### config.mk
export PLATFORM = sky130hd
export DESIGN_NAME = fetch_pc_sequencer_flat
export DESIGN_NICKNAME = d
export VERILOG_FILES = /design/src/rtl/fetch_pc_sequencer_if.sv /design/src/rtl/fetch_pc_sequencer.sv /design/src/flat_wrapper.sv
export SDC_FILE = /design/constraint.sdc
export NUM_CORES = 1
export LEC_CHECK = 0
export CAP_MARGIN = 20
export CELL_PAD_IN_SITES_DETAIL_PLACEMENT = 0
export CELL_PAD_IN_SITES_GLOBAL_PLACEMENT = 1
export CORE_MARGIN = 3
export CORE_UTILIZATION = 35
export DETAILED_ROUTE_END_ITERATION = 6
export PLACE_DENSITY = 0.88
export SYNTH_ARGS = -nofsm -noshare
export SYNTH_HDL_FRONTEND = slang
export SYNTH_SLANG_ARGS = --single-unit
### constraint.sdc
create_clock -name CLK -period 3.6 [get_ports CLK]
set_input_delay 0.36 -clock CLK [delete_from_list [all_inputs] [get_ports CLK]]
set_output_delay 0.36 -clock CLK [all_outputs]
set_load 0.02 [all_outputs]
### src/rtl/fetch_pc_sequencer_if.sv
// Fetch sequencer bus: redirect inputs, imem handshake and fetch/exception outputs.
// The sequencer takes the slave modport; the execute/imem side takes master.
interface fetch_pc_sequencer_if;
    logic        jump_valid;
    logic        jump_is_jalr;
    logic [31:0] jal_addr;
    logic [31:0] jalr_addr;
    logic        branch_taken;
    logic [31:0] branch_addr;
    logic        stall;
    logic        imem_busy;
    logic        imem_ren;
    logic [31:0] imem_addr;
    logic        fetch_valid;
    logic [31:0] fetch_pc;
    logic [31:0] fetch_pc4;
    logic        flush;
    logic        misaligned;
    logic [31:0] misaligned_addr;

    modport master (
        output jump_valid, jump_is_jalr, jal_addr, jalr_addr,
               branch_taken, branch_addr, stall, imem_busy,
        input  imem_ren, imem_addr, fetch_valid, fetch_pc, fetch_pc4,
               flush, misaligned, misaligned_addr
    );

    modport slave (
        input  jump_valid, jump_is_jalr, jal_addr, jalr_addr,
               branch_taken, branch_addr, stall, imem_busy,
        output imem_ren, imem_addr, fetch_valid, fetch_pc, fetch_pc4,
               flush, misaligned, misaligned_addr
    );
endinterface

### src/rtl/fetch_pc_sequencer.sv
// Fetch PC owner: issues imem reads, applies jump/branch redirects (deferred while imem is busy).
// Latency: redirect visible on imem_addr 1 cycle later when idle, busy-duration + 1 otherwise.
module fetch_pc_sequencer #(
    parameter logic [31:0] RESET_PC = 32'h0000_0200
) (
    input logic                  CLK,
    input logic                  nRST,
    fetch_pc_sequencer_if.slave  bus
);

    typedef enum logic [1:0] {
        RESET_HOLD       = 2'd0,
        FETCH            = 2'd1,
        REDIRECT_PENDING = 2'd2
    } state_e;

    state_e      state_q, state_d;
    logic [31:0] pc_q, pc_d;
    logic [31:0] pending_q, pending_d;
    logic        mis_q, mis_d;
    logic [31:0] mis_addr_q, mis_addr_d;

    logic [31:0] target;
    logic        redirect_req;
    logic        target_misaligned;
    logic        redirect_ok;
    logic        complete;

    // Jump beats branch; JALR clears bit 0 of the raw sum.
    always_comb begin
        target = bus.branch_addr;
        if (bus.jump_valid) begin
            target = bus.jump_is_jalr ? (bus.jalr_addr & ~32'd1) : bus.jal_addr;
        end
    end

    assign redirect_req      = (bus.jump_valid | bus.branch_taken) && (state_q != RESET_HOLD);
    assign target_misaligned = |target[1:0];
    assign redirect_ok       = redirect_req & ~target_misaligned;
    assign complete          = ~bus.stall & ~bus.imem_busy;

    always_comb begin
        state_d         = state_q;
        pc_d            = pc_q;
        pending_d       = pending_q;
        mis_d           = 1'b0;
        mis_addr_d      = mis_addr_q;
        bus.imem_ren    = 1'b0;
        bus.fetch_valid = 1'b0;
        bus.flush       = 1'b0;

        if (redirect_req && target_misaligned) begin
            mis_d      = 1'b1;
            mis_addr_d = target;
        end

        case (state_q)
            RESET_HOLD: begin
                state_d = FETCH;
            end
            FETCH: begin
                bus.imem_ren = ~bus.stall;
                if (redirect_ok) begin
                    bus.flush = 1'b1;
                    if (bus.imem_busy) begin
                        pending_d = target;
                        state_d   = REDIRECT_PENDING;
                    end else begin
                        pc_d = target;
                    end
                end else if (!(redirect_req && target_misaligned) && complete) begin
                    // A faulting redirect holds pc, so that cycle's response is re-fetched.
                    bus.fetch_valid = 1'b1;
                    pc_d            = pc_q + 32'd4;
                end
            end
            REDIRECT_PENDING: begin
                bus.imem_ren = 1'b1;
                if (redirect_ok) begin
                    bus.flush = 1'b1;
                    pending_d = target;
                end
                if (!bus.imem_busy) begin
                    pc_d    = redirect_ok ? target : pending_q;
                    state_d = FETCH;
                end
            end
            default: begin
                state_d = RESET_HOLD;
            end
        endcase
    end

    always_ff @(posedge CLK or negedge nRST) begin
        if (!nRST) begin
            state_q    <= RESET_HOLD;
            pc_q       <= RESET_PC;
            pending_q  <= 32'd0;
            mis_q      <= 1'b0;
            mis_addr_q <= 32'd0;
        end else begin
            state_q    <= state_d;
            pc_q       <= pc_d;
            pending_q  <= pending_d;
            mis_q      <= mis_d;
            mis_addr_q <= mis_addr_d;
        end
    end

    assign bus.imem_addr       = pc_q;
    assign bus.fetch_pc        = pc_q;
    assign bus.fetch_pc4       = pc_q + 32'd4;
    assign bus.misaligned      = mis_q;
    assign bus.misaligned_addr = mis_addr_q;

endmodule

### src/flat_wrapper.sv
// flat-port wrapper written by rule: the top's interface ports become plain ports
module fetch_pc_sequencer_flat 
#(
    parameter logic [31:0] RESET_PC = 32'h0000_0200
)
  (CLK, nRST, bus_jump_valid, bus_jump_is_jalr, bus_jal_addr, bus_jalr_addr, bus_branch_taken, bus_branch_addr, bus_stall, bus_imem_busy, bus_imem_ren, bus_imem_addr, bus_fetch_valid, bus_fetch_pc, bus_fetch_pc4, bus_flush, bus_misaligned, bus_misaligned_addr);
  fetch_pc_sequencer_if bus_i ();
  input logic CLK;
  input logic nRST;
  input wire logic [$bits(bus_i.jump_valid)-1:0] bus_jump_valid;
  input wire logic [$bits(bus_i.jump_is_jalr)-1:0] bus_jump_is_jalr;
  input wire logic [$bits(bus_i.jal_addr)-1:0] bus_jal_addr;
  input wire logic [$bits(bus_i.jalr_addr)-1:0] bus_jalr_addr;
  input wire logic [$bits(bus_i.branch_taken)-1:0] bus_branch_taken;
  input wire logic [$bits(bus_i.branch_addr)-1:0] bus_branch_addr;
  input wire logic [$bits(bus_i.stall)-1:0] bus_stall;
  input wire logic [$bits(bus_i.imem_busy)-1:0] bus_imem_busy;
  output wire logic [$bits(bus_i.imem_ren)-1:0] bus_imem_ren;
  output wire logic [$bits(bus_i.imem_addr)-1:0] bus_imem_addr;
  output wire logic [$bits(bus_i.fetch_valid)-1:0] bus_fetch_valid;
  output wire logic [$bits(bus_i.fetch_pc)-1:0] bus_fetch_pc;
  output wire logic [$bits(bus_i.fetch_pc4)-1:0] bus_fetch_pc4;
  output wire logic [$bits(bus_i.flush)-1:0] bus_flush;
  output wire logic [$bits(bus_i.misaligned)-1:0] bus_misaligned;
  output wire logic [$bits(bus_i.misaligned_addr)-1:0] bus_misaligned_addr;
  assign bus_i.jump_valid = bus_jump_valid;
  assign bus_i.jump_is_jalr = bus_jump_is_jalr;
  assign bus_i.jal_addr = bus_jal_addr;
  assign bus_i.jalr_addr = bus_jalr_addr;
  assign bus_i.branch_taken = bus_branch_taken;
  assign bus_i.branch_addr = bus_branch_addr;
  assign bus_i.stall = bus_stall;
  assign bus_i.imem_busy = bus_imem_busy;
  assign bus_imem_ren = bus_i.imem_ren;
  assign bus_imem_addr = bus_i.imem_addr;
  assign bus_fetch_valid = bus_i.fetch_valid;
  assign bus_fetch_pc = bus_i.fetch_pc;
  assign bus_fetch_pc4 = bus_i.fetch_pc4;
  assign bus_flush = bus_i.flush;
  assign bus_misaligned = bus_i.misaligned;
  assign bus_misaligned_addr = bus_i.misaligned_addr;
  fetch_pc_sequencer #(.RESET_PC(RESET_PC)) u_core (.CLK(CLK), .nRST(nRST), .bus(bus_i));
endmodule
==> results.md, run 1 <==
* Status: finished, final reports clean
* Final max-slew violation count at 0
* Final WS setup at 0.180 ns
* # IOs at about 240
* CTS root buffer: clkbuf_16
* Cell Pwr Density at approximately 910 nW/um^2
* # rows at 47
* Ys Warns at 0
* Hold slack final at 0.0322 ns
* Sequential area share after synthesis at 0.408
* Dominant synthesized flop cell: dfrtp_1
* CTS hold repair buffers at 0
* Synth top area share at 0.404
* CTS buffer count at 9
* Core Region at 16800 sq um
* Period minus WS final at roughly 3.4 ns
* Distinct cells, synth at 63
* Layout area overhead at 43.1%
* Longest Clk Path Bufs at 2
* RSZ-0062 raised after global routing: false
* Initial antenna violation count at 0
* Layout Skew at ~0.0064 ns
* Final period util at 0.950
* LEAKAGE at 3.56 nW
* DRC errors left at 0
* Reg2reg start: u_core.state_q[0]
* Max Freq at 292 MHz
* DRT antenna net count at 0
* CTS tree: done
* Die ar. at 19000 sq um
* ANT cells at 0
* Slew @ Worst Pin at 0.805 ns
* Maximum vdd drop at approximately 0.37 mV
* Post-synth ARST share at 1.00
* Post-route core utilization at 0.519
* CP arrival at between 3 and 4 ns
* Worst-path fanout max at 9
* Worst rel slew slack at 0.461
* Clk pin slew, worst setup/hold paths at 0.07 ns
* CP endpoint kind: output port
* FILL cells at 1636
* Reg area at around 2500 sq um
* Final #Nets at just under 1k
* Syn_area_per_cell at 8.91 sq um
* Initial Utilization at 0.363
* Crit start category: flop
* Cell taking the most area after synthesis: dfrtp_1
* Drt via density at a little over 5
* Chip width at 138 um
* DR pass1 iterations at 5
* GP Congestion at 0.806
* Tot Pwr at 7.87 mW
* Final setup fails at 0
* Vias in the first global route at around 5.3k
* Iter 0 DRT Violations at 356
* Critical Path Start: u_core.bus.fetch_pc[12]
* Area taken by multi-input logic gates at ~3000 sq um
* H-tree depth at 3
* Via count at 5621
* Syn Nets at 790
* # port buffers at 233
* Setup TNS at 0 ns
* Cell Area, Synth at 6080 sq um
* Clock sinks at slightly below 100
* Post-synthesis register bit count at 99
* Vert. Die Dim at 138 um
* Synth Instances at 682
* Final Routed Wirelength at 19300 um
* Post-Place Setup Slack at 0.513 ns
* Commonest cells in the netlist: nand2_1 (106), o21ai_0 (101), dfrtp_1 (98), mux2i_1 (40), buf_4 (35)
* R2r worst-path depth at 8
* GRT overflow at 0
* Critical path type: flop to output port
* Post-DR wirelength/cell at between 15 and 20 um
* Total Routing Usage GR at 0.205
* Clk_lat worst skew at 0.35 ns
* Min-delay worst type: input pin to async pin
* First-pass GRT wire length at 29800 um
* Layout cell share with drive strength beyond 1 at 0.0830
* Most frequent cell after synthesis: nand2_1
* Crit path required time at around 3.2 ns
* Detailed Place HPWL at around 14000 um
* Number of enable flip-flop cells after synthesis at 0
* Max_cap viols at 0
* Hold Vio Cnt, Final at 0
* Largest cells by area after synthesis: dfrtp_1 (40%), o21ai_0 (8.3%), mux2i_1 (6.6%)
* Largest net degree at the start of global routing at 62
-- flip-flops by register name, summed over array words and instances (netlist names) --
signal,cells
u_core.pending_q,32
u_core.state_q,2
u_core.bus.misaligned,1
u_core.bus.misaligned_addr,32
u_core.bus.fetch_pc,32
-- per-layer routing --
layer  vias up  track usage  routed length (um)
met3        24       0.0537                1630
li1       2725            -                   -
met1      2664        0.283                8660
met2       208        0.313                8690
met4         0       0.0631                 347
met5         -            0                   0
-- final cells by class --
type,instances,area share
tap,220,0.0317
multi-input combinational,479,0.353
clock buffer,10,0.0275
sequential,99,0.285
clock inverter,6,0.0102
inverter,27,0.0117
timing repair buffer,246,0.281
-- power by group --
part | leakage (nW) | total, mW | internal [mW] | switching [mW]
Combinational | 2.20 | 4.64 | 2.11 | 2.53
Sequential | 1.21 | 2.16 | 1.64 | 0.518
Clock | 0.155 | 1.08 | 0.629 | 0.449
Total | 3.56 | 7.87 | 4.38 | 3.50
-- critical path, stage by stage, from the launching register on --
cell             delay [ns]
dfrtp_1                0.53
nand4_2                0.30
or4_1                  0.62
nor4_1                 0.46
xor2_1                 0.18
clkdlybuf4s50_1        0.62
-- through the flow --
step | cells | instance area (sq um)
2_1_floorplan | 682 | 6080
4_1_cts | 1087 | 8670
3_3_place_gp | 1071 | 8350
5_1_grt | 1087 | 8690
6_report | 1087 | 8690
3_5_place_dp | 1071 | 8350
-- worst paths after layout --
check | endpoint | slack, ns
max reg2reg | u_core.bus.fetch_pc[0] | 1.03
max | bus_fetch_pc4[31] | 0.18
min | u_core.pending_q[26] | 0.03
max in group asynchronous | u_core.bus.fetch_pc[9] | 2.80
min reg2reg | u_core.pending_q[26] | 0.48
min in group CLK | u_core.pending_q[26] | 0.48
-- cells in the final DEF, fill, tap and decap left out, drive strengths merged, types with 5 or more instances in the layout --
cell           netlist  routed
nand4               12      12
o21ai              101     101
clkbuf              26      10
nor3                 9       9
o21a                10      10
a22o                 5       5
or2                  5       5
a21oi               28      28
mux2                22      22
buf                 51      16
clkdlybuf4s50        0     230
o2bb2ai              5       5
nor4                 8       8
xnor2               19      19
inv                 26      26
nand2              107     107
dfrtp               98      98
ha                   5       5
xor2                 6       6
o31a                 5       5
nor2                16      16
mux2i               40      40
nand3               11      11
and4                 5       5
-- timing repair --
item / 4_1_cts / 5_1_grt
endpoints found under the setup margin: 0 / 3
buffers inserted: 0 / 0
gates resized for setup: 0 / 3
-- cell families (layout without fill, tap and decap cells) --
kind of cell,Yosys count,count (layout),share of synthesized area
and+or+nand+nor,196,196,0.158
AOI/OAI and AO/OA,191,191,0.190
buffers and inverters,104,289,0.0910
DFF,99,99,0.408
muxes,62,62,0.107
xor gates and xnor gates,25,25,0.0360
adders and majority gates,5,5,0.0103
(Power assumes the default switching activity.)
==> run 2, diff against run 1 <==
--- a/config.mk
+++ b/config.mk
@@ -10,6 +10,7 @@
 export CELL_PAD_IN_SITES_GLOBAL_PLACEMENT = 1
 export CORE_MARGIN = 3
 export CORE_UTILIZATION = 35
+export CTS_CLUSTER_DIAMETER = 60
 export DETAILED_ROUTE_END_ITERATION = 6
 export PLACE_DENSITY = 0.88
 export SYNTH_ARGS = -nofsm -noshare
==> results of run 2 <==
Same layout as run 1: the final DEF is identical, and so are final timing and power.
==> run 3, diff against run 2 <==
--- a/config.mk
+++ b/config.mk
@@ -5,6 +5,7 @@
 export SDC_FILE = /design/constraint.sdc
 export NUM_CORES = 1
 export LEC_CHECK = 0
+export ABC_AREA = 0
 export CAP_MARGIN = 20
 export CELL_PAD_IN_SITES_DETAIL_PLACEMENT = 0
 export CELL_PAD_IN_SITES_GLOBAL_PLACEMENT = 1
@@ -13,6 +14,7 @@
 export CTS_CLUSTER_DIAMETER = 60
 export DETAILED_ROUTE_END_ITERATION = 6
 export PLACE_DENSITY = 0.88
+export SLEW_MARGIN = 20
 export SYNTH_ARGS = -nofsm -noshare
 export SYNTH_HDL_FRONTEND = slang
 export SYNTH_SLANG_ARGS = --single-unit
==> results of run 3 <==
Same layout as run 1: the final DEF is identical, and so are final timing and power.
